$ cat config.mk
export PLATFORM = sky130hd
export DESIGN_NAME = net_congestion_tracker
export DESIGN_NICKNAME = d
export VERILOG_FILES = /design/src/rtl/net_congestion_tracker.sv
export SDC_FILE = /design/constraint.sdc
export NUM_CORES = 1
export LEC_CHECK = 0
export BUFFER_PORTS_ARGS = -buffer_cell sky130_fd_sc_hd__buf_2
export CAP_MARGIN = 20
export CORE_AREA = 2 2 46 48
export DETAILED_ROUTE_END_ITERATION = 8
export DIE_AREA = 0 0 48 50
export GPL_TIMING_DRIVEN = 0
export PLACE_DENSITY_LB_ADDON = 0.2
export SYNTH_ARGS = -nofsm -noshare
export SYNTH_HDL_FRONTEND = slang
export SYNTH_SLANG_ARGS = --single-unit
$ cat constraint.sdc
create_clock -name clk_i -period 2.54 [get_ports clk_i]
set_input_delay 0.381 -clock clk_i [delete_from_list [all_inputs] [get_ports clk_i]]
set_output_delay 0.381 -clock clk_i [all_outputs]
set_load 0.005 [all_outputs]
$ cat src/rtl/net_congestion_tracker.sv
// Per-router credit/congestion tracker: per-channel free-entry counters, totals and a
// hysteretic route preference. Define NET_CONGESTION_ERR_EN to add the sticky err_o port.
module net_congestion_tracker #(
    parameter int unsigned p_num_chans = 2,
    parameter int unsigned p_q_depth   = 2,
    parameter int unsigned p_hyst      = 1,
    localparam int unsigned c_cnt_nbits = $clog2(p_q_depth + 1),
    localparam int unsigned c_tot_nbits = $clog2(p_num_chans * p_q_depth + 1)
) (
    input  logic                               clk_i,
    input  logic                               rst_ni,
    input  logic [p_num_chans-1:0]             forw_send_i,
    input  logic [p_num_chans-1:0]             forw_credit_i,
    input  logic [p_num_chans-1:0]             backw_send_i,
    input  logic [p_num_chans-1:0]             backw_credit_i,
    output logic [p_num_chans*c_cnt_nbits-1:0] forw_free_o,
    output logic [p_num_chans*c_cnt_nbits-1:0] backw_free_o,
    output logic [p_num_chans-1:0]             forw_rdy_o,
    output logic [p_num_chans-1:0]             backw_rdy_o,
    output logic [c_tot_nbits-1:0]             forw_total_o,
    output logic [c_tot_nbits-1:0]             backw_total_o,
    output logic                               prefer_backw_o
`ifdef NET_CONGESTION_ERR_EN
    ,
    output logic                               err_o
`endif
);

    localparam logic [c_cnt_nbits-1:0] c_depth = c_cnt_nbits'(p_q_depth);
    localparam logic [c_tot_nbits:0]   c_hyst  = (c_tot_nbits + 1)'(p_hyst);

    typedef enum logic [0:0] {StForw = 1'b0, StBackw = 1'b1} pref_e;

    logic [p_num_chans-1:0][c_cnt_nbits-1:0] forw_cnt_q, forw_cnt_d;
    logic [p_num_chans-1:0][c_cnt_nbits-1:0] backw_cnt_q, backw_cnt_d;
    pref_e                                   pref_q, pref_d;
    logic [c_tot_nbits:0]                    forw_tot_ext, backw_tot_ext;

    // Send and credit together cancel; each alone saturates at the ends of [0, depth].
    function automatic logic [c_cnt_nbits-1:0] cnt_next(input logic [c_cnt_nbits-1:0] cnt,
                                                         input logic send,
                                                         input logic credit);
        logic [c_cnt_nbits-1:0] nxt;
        nxt = cnt;
        if (send && !credit && (cnt != '0)) begin
            nxt = cnt - 1'b1;
        end else if (credit && !send && (cnt != c_depth)) begin
            nxt = cnt + 1'b1;
        end
        return nxt;
    endfunction

    always_comb begin
        forw_cnt_d  = forw_cnt_q;
        backw_cnt_d = backw_cnt_q;
        for (int i = 0; i < int'(p_num_chans); i++) begin
            forw_cnt_d[i]  = cnt_next(forw_cnt_q[i], forw_send_i[i], forw_credit_i[i]);
            backw_cnt_d[i] = cnt_next(backw_cnt_q[i], backw_send_i[i], backw_credit_i[i]);
        end
    end

    always_ff @(posedge clk_i or negedge rst_ni) begin
        if (!rst_ni) begin
            forw_cnt_q  <= {p_num_chans{c_depth}};
            backw_cnt_q <= {p_num_chans{c_depth}};
        end else begin
            forw_cnt_q  <= forw_cnt_d;
            backw_cnt_q <= backw_cnt_d;
        end
    end

    always_comb begin
        forw_total_o  = '0;
        backw_total_o = '0;
        forw_rdy_o    = '0;
        backw_rdy_o   = '0;
        for (int i = 0; i < int'(p_num_chans); i++) begin
            forw_total_o   = forw_total_o + c_tot_nbits'(forw_cnt_q[i]);
            backw_total_o  = backw_total_o + c_tot_nbits'(backw_cnt_q[i]);
            forw_rdy_o[i]  = (forw_cnt_q[i] != '0);
            backw_rdy_o[i] = (backw_cnt_q[i] != '0);
        end
    end

    assign forw_free_o  = forw_cnt_q;
    assign backw_free_o = backw_cnt_q;

    // One extra bit so total + hysteresis never wraps.
    assign forw_tot_ext  = {1'b0, forw_total_o};
    assign backw_tot_ext = {1'b0, backw_total_o};

    always_comb begin
        pref_d = pref_q;
        unique case (pref_q)
            StForw: begin
                if (backw_tot_ext > forw_tot_ext + c_hyst) begin
                    pref_d = StBackw;
                end
            end
            StBackw: begin
                if (forw_tot_ext > backw_tot_ext + c_hyst) begin
                    pref_d = StForw;
                end
            end
            default: pref_d = StForw;
        endcase
    end

    always_ff @(posedge clk_i or negedge rst_ni) begin
        if (!rst_ni) begin
            pref_q <= StForw;
        end else begin
            pref_q <= pref_d;
        end
    end

    assign prefer_backw_o = (pref_q == StBackw);

`ifdef NET_CONGESTION_ERR_EN
    logic err_q, err_d;

    // Flags only a lone send at empty or a lone credit at full; a cancelling pair is benign.
    always_comb begin
        err_d = err_q;
        for (int i = 0; i < int'(p_num_chans); i++) begin
            if ((forw_send_i[i] && !forw_credit_i[i] && (forw_cnt_q[i] == '0)) ||
                (forw_credit_i[i] && !forw_send_i[i] && (forw_cnt_q[i] == c_depth)) ||
                (backw_send_i[i] && !backw_credit_i[i] && (backw_cnt_q[i] == '0)) ||
                (backw_credit_i[i] && !backw_send_i[i] && (backw_cnt_q[i] == c_depth))) begin
                err_d = 1'b1;
            end
        end
    end

    always_ff @(posedge clk_i or negedge rst_ni) begin
        if (!rst_ni) begin
            err_q <= 1'b0;
        end else begin
            err_q <= err_d;
        end
    end

    assign err_o = err_q;
`endif

endmodule

==> results of run 1 <==
==> metal layers <==
metal	global-route usage [%]	vias to the layer above	wire length, microns
met5	0	-	0
li1	-	386	-
met1	15.7	361	624
met4	0	0	0
met2	24.7	20	852
met3	6.59	0	88
==> layout by cell type (no fill, tap or decap), drive strengths merged <==
cell          n
ha            8
nand2b        4
o21a          1
clkbuf        4
buf          33
a31o          1
dfstp         4
dlygate4sd3   1
nor2          8
fa            2
o2111ai       1
xor2          1
dfrtp         5
nand2         6
o221a         2
a211oi        4
nor2b        11
or2           6
xnor2         1
a21oi         5
inv           8
a31oi         1
nand3         5
o21ai         5
==> what timing repair did <==
action,in CTS,in global routing
gates resized for setup,3,5
hold endpoints to repair,5,0
gates cloned,0,0
buffers inserted,1,4
pin swaps,1,0
endpoints found under the setup margin,1,1
hold buffers,1,0
==> through the flow <==
stage | utilization (%) | area (sq um) | worst slack (ns) | cells
after CTS | 53.3 | 1010 | 0.0310 | 150
after global routing | 55.9 | 1060 | -0.00593 | 154
final | 55.9 | 1060 | 0.117 | 154
after global placement | 50.9 | 967 | -0.0696 | 144
after floorplan | - | 793 | 0.0565 | 89
after detailed placement | 50.9 | 967 | -0.112 | 144
==> cells by family (layout without fill, tap and decap cells) <==
| family | Yosys count | after routing | synth area share [%] |
|---|---|---|---|
| flip-flops | 9 | 9 | 29.0 |
| XOR/XNOR | 2 | 2 | 2.21 |
| AND/OR/NAND/NOR | 40 | 40 | 28.2 |
| adder cells (fa/ha/maj) | 10 | 10 | 17.7 |
| AO/OA/AOI/OAI | 20 | 20 | 19.1 |
| buffers and inverters | 8 | 46 | 3.79 |
==> critical path, stage by stage, from the launching register on <==
cell and delay, ns:
dfstp_2 0.57, inv_2 0.06, fa_1 0.55, inv_2 0.06
ha_2 0.18, xor2_1 0.14, ha_1 0.29, a31o_2 0.20
a31oi_1 0.16, o21ai_2 0.08, nand3_1 0.07
==> synth_stat cells <==
library cell / instances
nand2_1: 6
a21oi_1: 3
xor2_1: 1
a211oi_2: 2
dfrtp_1: 5
o21ai_0: 5
a31oi_1: 1
xnor2_1: 1
o221a_2: 2
or2_2: 4
nor2_1: 8
a31o_2: 1
o21a_1: 1
nand2b_1: 4
dfstp_2: 4
nor2b_1: 9
nand3_1: 5
ha_1: 8
or2_1: 2
o2111ai_1: 1
fa_1: 2
a21oi_2: 2
a211oi_1: 2
nor2b_4: 2
inv_1: 8
==> state kept, by name, summed over array words and instances (netlist names) <==
name,cells
backw_free_o,4
prefer_backw_o,1
forw_free_o,4
==> cell type report <==
class / instances / share of cell area (%)
clock buffer: 4 / 2.47
inverter: 8 / 2.83
multi-input combinational: 72 / 51.9
sequential: 9 / 21.9
tap: 27 / 3.18
timing repair buffer: 34 / 17.7
==> power groups by stage <==
stage / clock network, mW / logic [mW] / registers (mW)
2_1_floorplan: 0 / 0.889 / 0.354
3_3_place_gp: 0 / 1.22 / 0.368
3_5_place_dp: 0 / 1.26 / 0.371
4_1_cts: 0.110 / 1.30 / 0.373
5_1_grt: 0.119 / 1.68 / 0.375
6_report: 0.106 / 1.45 / 0.355
==> worst paths after layout <==
check	start	end	depth (start not counted)
worst max-delay path	forw_free_o[3]	prefer_backw_o	10
worst min-delay path	backw_send_i[0]	backw_free_o[1]	4
worst max register to register	forw_free_o[3]	prefer_backw_o	10
worst min register to register	forw_free_o[0]	forw_free_o[0]	1
max in group asynchronous	rst_ni	backw_free_o[3]	2
min in group asynchronous	rst_ni	prefer_backw_o	2
==> impl_metrics.json, run 1 <==
{
  "synth_area_leader_cell": "dfrtp_1",
  "drc": 0,
  "path_clk_slew_ns": 0.06,
  "leakage_nw": 0.519,
  "drtIter0Drc": 9,
  "yosys-top-cells-area": "dfrtp_1, dfstp_2, ha_1",
  "max_freq_mhz": 413,
  "skew_ns": 0.00194,
  "p_per_area_nw_per_um2": 1800,
  "dp_hpwl_microns": 1310,
  "cts_max_level": 1,
  "critical_path_class": "reg2reg",
  "grt.overflow.total": 0,
  "grt_first_pass_wirelength_microns": 2440,
  "drv_cap": 0,
  "grt_max_degree": 10,
  "p_sw_share_pct": 44.3,
  "period_needed_ns": 2.42,
  "ioPinCount": 29,
  "multi_input_area_sq_um": 552,
  "final-hold-violation-count": 0,
  "p_seq_share_pct": 18.6,
  "row_count": 16,
  "crit_required_ns": 2.73,
  "grt_use_total_pct": 13.9,
  "synth.cell_area_sq_um": 793,
  "power_frac_clock_pct": 5.6,
  "start_util_pct": 41.7,
  "die_area_sq_um": 2400,
  "crit_arrival_ns": 2.62,
  "drv_slew": 0,
  "status": "complete, no violations",
  "cts.sinks": 9,
  "nFillCells": 198,
  "holdWs_ns": 0.464,
  "fin_tns_setup_ns": 0,
  "ys.warnings.count": 0,
  "synth_top_area_share_pct": 15.8,
  "insertion_delay_ns": 0.25,
  "io_buffers": 28,
  "cts_tree": "yes",
  "seqCellArea_sq_um": 233,
  "grt_pass1_vias": 640,
  "layout.nets": 148,
  "endpoint_kind": "flip-flop",
  "die_y_microns": 50,
  "synth_cells": 89,
  "postRouteAntennaNets": 0,
  "n_antenna_cell": 0,
  "area_growth_pct": 33.9,
  "root_buffer": "clkbuf_4",
  "routed_wl_microns": 1570,
  "die_w_microns": 48,
  "combPwrFrac_pct": 75.8,
  "hold_path.class": "in2reg",
  "synth-seq-area-share_pct": 29.0,
  "drt_first_pass_iters": 4,
  "drive_above_1_share_pct": 47.2,
  "p_sw_mw": 0.845,
  "period_share_pct": 95.4,
  "peakVddDrop_mv": 1.28,
  "cp-start-kind": "flip-flop",
  "synth-seq-cells": 9,
  "vias": 767,
  "postSynthAreaPerCell_sq_um": 8.91,
  "place.gp.congestion": 0.774,
  "syn_nets": 109,
  "finalSetupViolCount": 0,
  "ff2ff_setup_slack_ns": 0.12,
  "numCtsBuffers": 3,
  "max-slew-margin-rel_pct": 83.7,
  "vias_per_cell": 4.98,
  "yosysUniqueCellTypes": 25,
  "finalPower_mw": 1.91,
  "worst_pin_slew_ns": 0.244,
  "grt_antenna_before_repair": 0,
  "core_sq_um": 1900,
  "cp_max_fo": 6,
  "clock_path_buffers": 2,
  "intPower_mw": 1.06,
  "route.detailed.wl_per_inst_microns": 10.2
}
(Power assumes the default switching activity.)
==> run 2, diff against run 1 <==
--- a/config.mk
+++ b/config.mk
@@ -5,11 +5,12 @@
 export SDC_FILE = /design/constraint.sdc
 export NUM_CORES = 1
 export LEC_CHECK = 0
-export BUFFER_PORTS_ARGS = -buffer_cell sky130_fd_sc_hd__buf_2
+export ABC_AREA = 1
 export CAP_MARGIN = 20
-export CORE_AREA = 2 2 46 48
+export CORE_AREA = 5 5 44 46
 export DETAILED_ROUTE_END_ITERATION = 8
-export DIE_AREA = 0 0 48 50
+export DIE_AREA = 0 0 49 51
+export DONT_BUFFER_PORTS = 1
 export GPL_TIMING_DRIVEN = 0
 export PLACE_DENSITY_LB_ADDON = 0.2
 export SYNTH_ARGS = -nofsm -noshare
==> impl_metrics.json, run 2 <==
{
  "final-hold-violation-count": 0,
  "dp_hpwl_microns": 1210,
  "place_inst": 116,
  "root_buffer": "clkbuf_4",
  "cp-start-kind": "flip-flop",
  "critical_path_class": "reg2reg",
  "vias_per_cell": 5.03,
  "io_buffers": 0,
  "synth-async-reset-ratio_pct": 100,
  "synth_area_leader_cell": "dfrtp_1",
  "start_util_pct": 50.6,
  "fin_cells": 122,
  "rr_worst_depth": 11,
  "r2r-end": "prefer_backw_o",
  "utilization_pct": 55.1,
  "endpoint_kind": "flip-flop",
  "postSynthAreaPerCell_sq_um": 7.44,
  "synth-edff-count": 0,
  "die_w_microns": 49,
  "synth-xor-area-share_pct": 7.06,
  "yosysUniqueCellTypes": 16,
  "r2r-start": "forw_free_o[0]",
  "n_antenna_cell": 0,
  "max-slew-margin-rel_pct": 73.3,
  "drive_above_1_share_pct": 10.4,
  "period_needed_ns": 2.36,
  "fin_tns_setup_ns": 0,
  "worst_pin_slew_ns": 0.400,
  "holdWs_ns": 0.341,
  "skew_ns": 0.00232,
  "nFillCells": 157,
  "synth-adder-area-share_pct": 18.8,
  "grt_max_degree": 10,
  "place.gp.congestion": 0.813,
  "crit_required_ns": 2.69,
  "cts_max_level": 1,
  "path_clk_slew_ns": 0.06,
  "synth_cells": 100,
  "rsz0062_at_grt": "no",
  "postRouteAntennaNets": 0,
  "die_area_sq_um": 2500,
  "min_to": "backw_free_o[3]",
  "die_y_microns": 51,
  "hp-start": "backw_send_i[1]",
  "max_freq_mhz": 423,
  "hold_path.class": "in2reg",
  "ioPinCount": 29,
  "routed_wl_microns": 1460,
  "final_cell_mix": "nand2_1, inv_1, o21ai_0, nand3_1, ha_1",
  "yosys.area_share.simple_pct": 21.7,
  "worstHoldPathCells": 3,
  "multi_input_area_sq_um": 435,
  "syn_nets": 120,
  "grt_use_total_pct": 13.0,
  "grt_pass1_vias": 562,
  "vias": 614,
  "synth-seq-cells": 9,
  "worstSetupStartpoint": "forw_free_o[0]",
  "drv_slew": 0,
  "final_common_cell": "nand2_1",
  "synth_common_cells": "nand2_1, inv_1, o21ai_0",
  "grt_first_pass_wirelength_microns": 2500,
  "drt_first_pass_iters": 4,
  "yosys-top-cells-area": "dfrtp_1, dfstp_2, ha_1",
  "insertion_delay_ns": 0.26,
  "row_count": 14,
  "finalSetupViolCount": 0,
  "seqCellArea_sq_um": 233,
  "synth.cell_area_sq_um": 744,
  "drv_cap": 0,
  "numCtsBuffers": 3,
  "drtIter0Drc": 12,
  "area_growth_pct": 8.91,
  "synth_top_flop_cell": "dfrtp_1",
  "grt.overflow.total": 0,
  "synth-seq-area-share_pct": 30.9,
  "clock_path_buffers": 2,
  "period_share_pct": 93.1,
  "cts_tree": "yes",
  "route.detailed.wl_per_inst_microns": 12.0,
  "synth_top_family_by_area": "simple AND/OR/NAND/NOR gates",
  "drc": 0,
  "cp_max_fo": 5,
  "synth.most_common_cell": "nand2_1",
  "status": "complete, no violations",
  "cts.sinks": 9,
  "crit_arrival_ns": 2.52,
  "grt_antenna_before_repair": 0,
  "synthMuxAreaShare_pct": 0,
  "ff2ff_setup_slack_ns": 0.18,
  "ys.warnings.count": 0,
  "synth_compound_area_share_pct": 10.9,
  "layout.nets": 127,
  "core_sq_um": 1470,
  "synth_top_area_share_pct": 16.8
}
-- run 2: per-stage QoR --
step                      setup WS [ns]  cell area, sq um
after global placement            0.114               764
after floorplan                   0.258               744
after global routing            0.00139               811
after CTS                        0.0841               801
after detailed placement         0.0943               764
final                             0.176               811
-- run 2: worst max-delay path by stage --
stage | endpoint | slack [ns] | cells past startpoint
global route | prefer_backw_o | 0.001 | 11
finish | prefer_backw_o | 0.18 | 11
CTS | prefer_backw_o | 0.08 | 10
global placement | prefer_backw_o | 0.11 | 10
floorplan | prefer_backw_o | 0.26 | 10
detailed placement | prefer_backw_o | 0.09 | 10
-- run 2: worst max-delay path, cell delays in order, from the launching register on --
cell	delay, ns
dfrtp_2	0.42
ha_1	0.16
inv_1	0.05
fa_1	0.56
inv_1	0.09
ha_1	0.21
xor2_1	0.15
ha_1	0.30
a21oi_1	0.13
nand2_1	0.06
nand3_1	0.08
nand2_1	0.05
-- run 2: cells by family (layout without fill, tap and decap cells) --
family	Yosys count	after routing
adders and majority gates	10	10
DFF	9	9
xor gates and xnor gates	6	6
AOI/OAI and AO/OA	15	15
buffers and inverters	21	27
and+or+nand+nor	39	39
-- run 2: layout make-up --
cell class | count | area share, %
repair buffers | 2 | 2.16
clock buffers | 4 | 3.24
multi-input cells | 70 | 53.7
well taps | 16 | 2.47
flip-flops and latches | 9 | 28.7
inverters | 21 | 9.72
-- run 2: repair_timing --
item,CTS,global route
endpoints found under the setup margin,0,1
hold buffers,1,0
setup buffers,0,1
gates resized for setup,0,2
hold endpoints to repair,9,0
-- run 2: routing by layer --
metal | vias up | share of wire (%) | GRT usage [%] | wire length (microns)
met5 | - | 0 | 0 | 0
met4 | 0 | 0 | 2.69 | 0
met3 | 0 | 9.7 | 8.14 | 141
met2 | 18 | 46 | 19.3 | 674
met1 | 266 | 44 | 16.0 | 643
li1 | 330 | - | - | -
Power of run 2 is left out: the tool's default activity adds up to more than one toggle a clock period on the data nets, which glitch-free logic cannot reach.
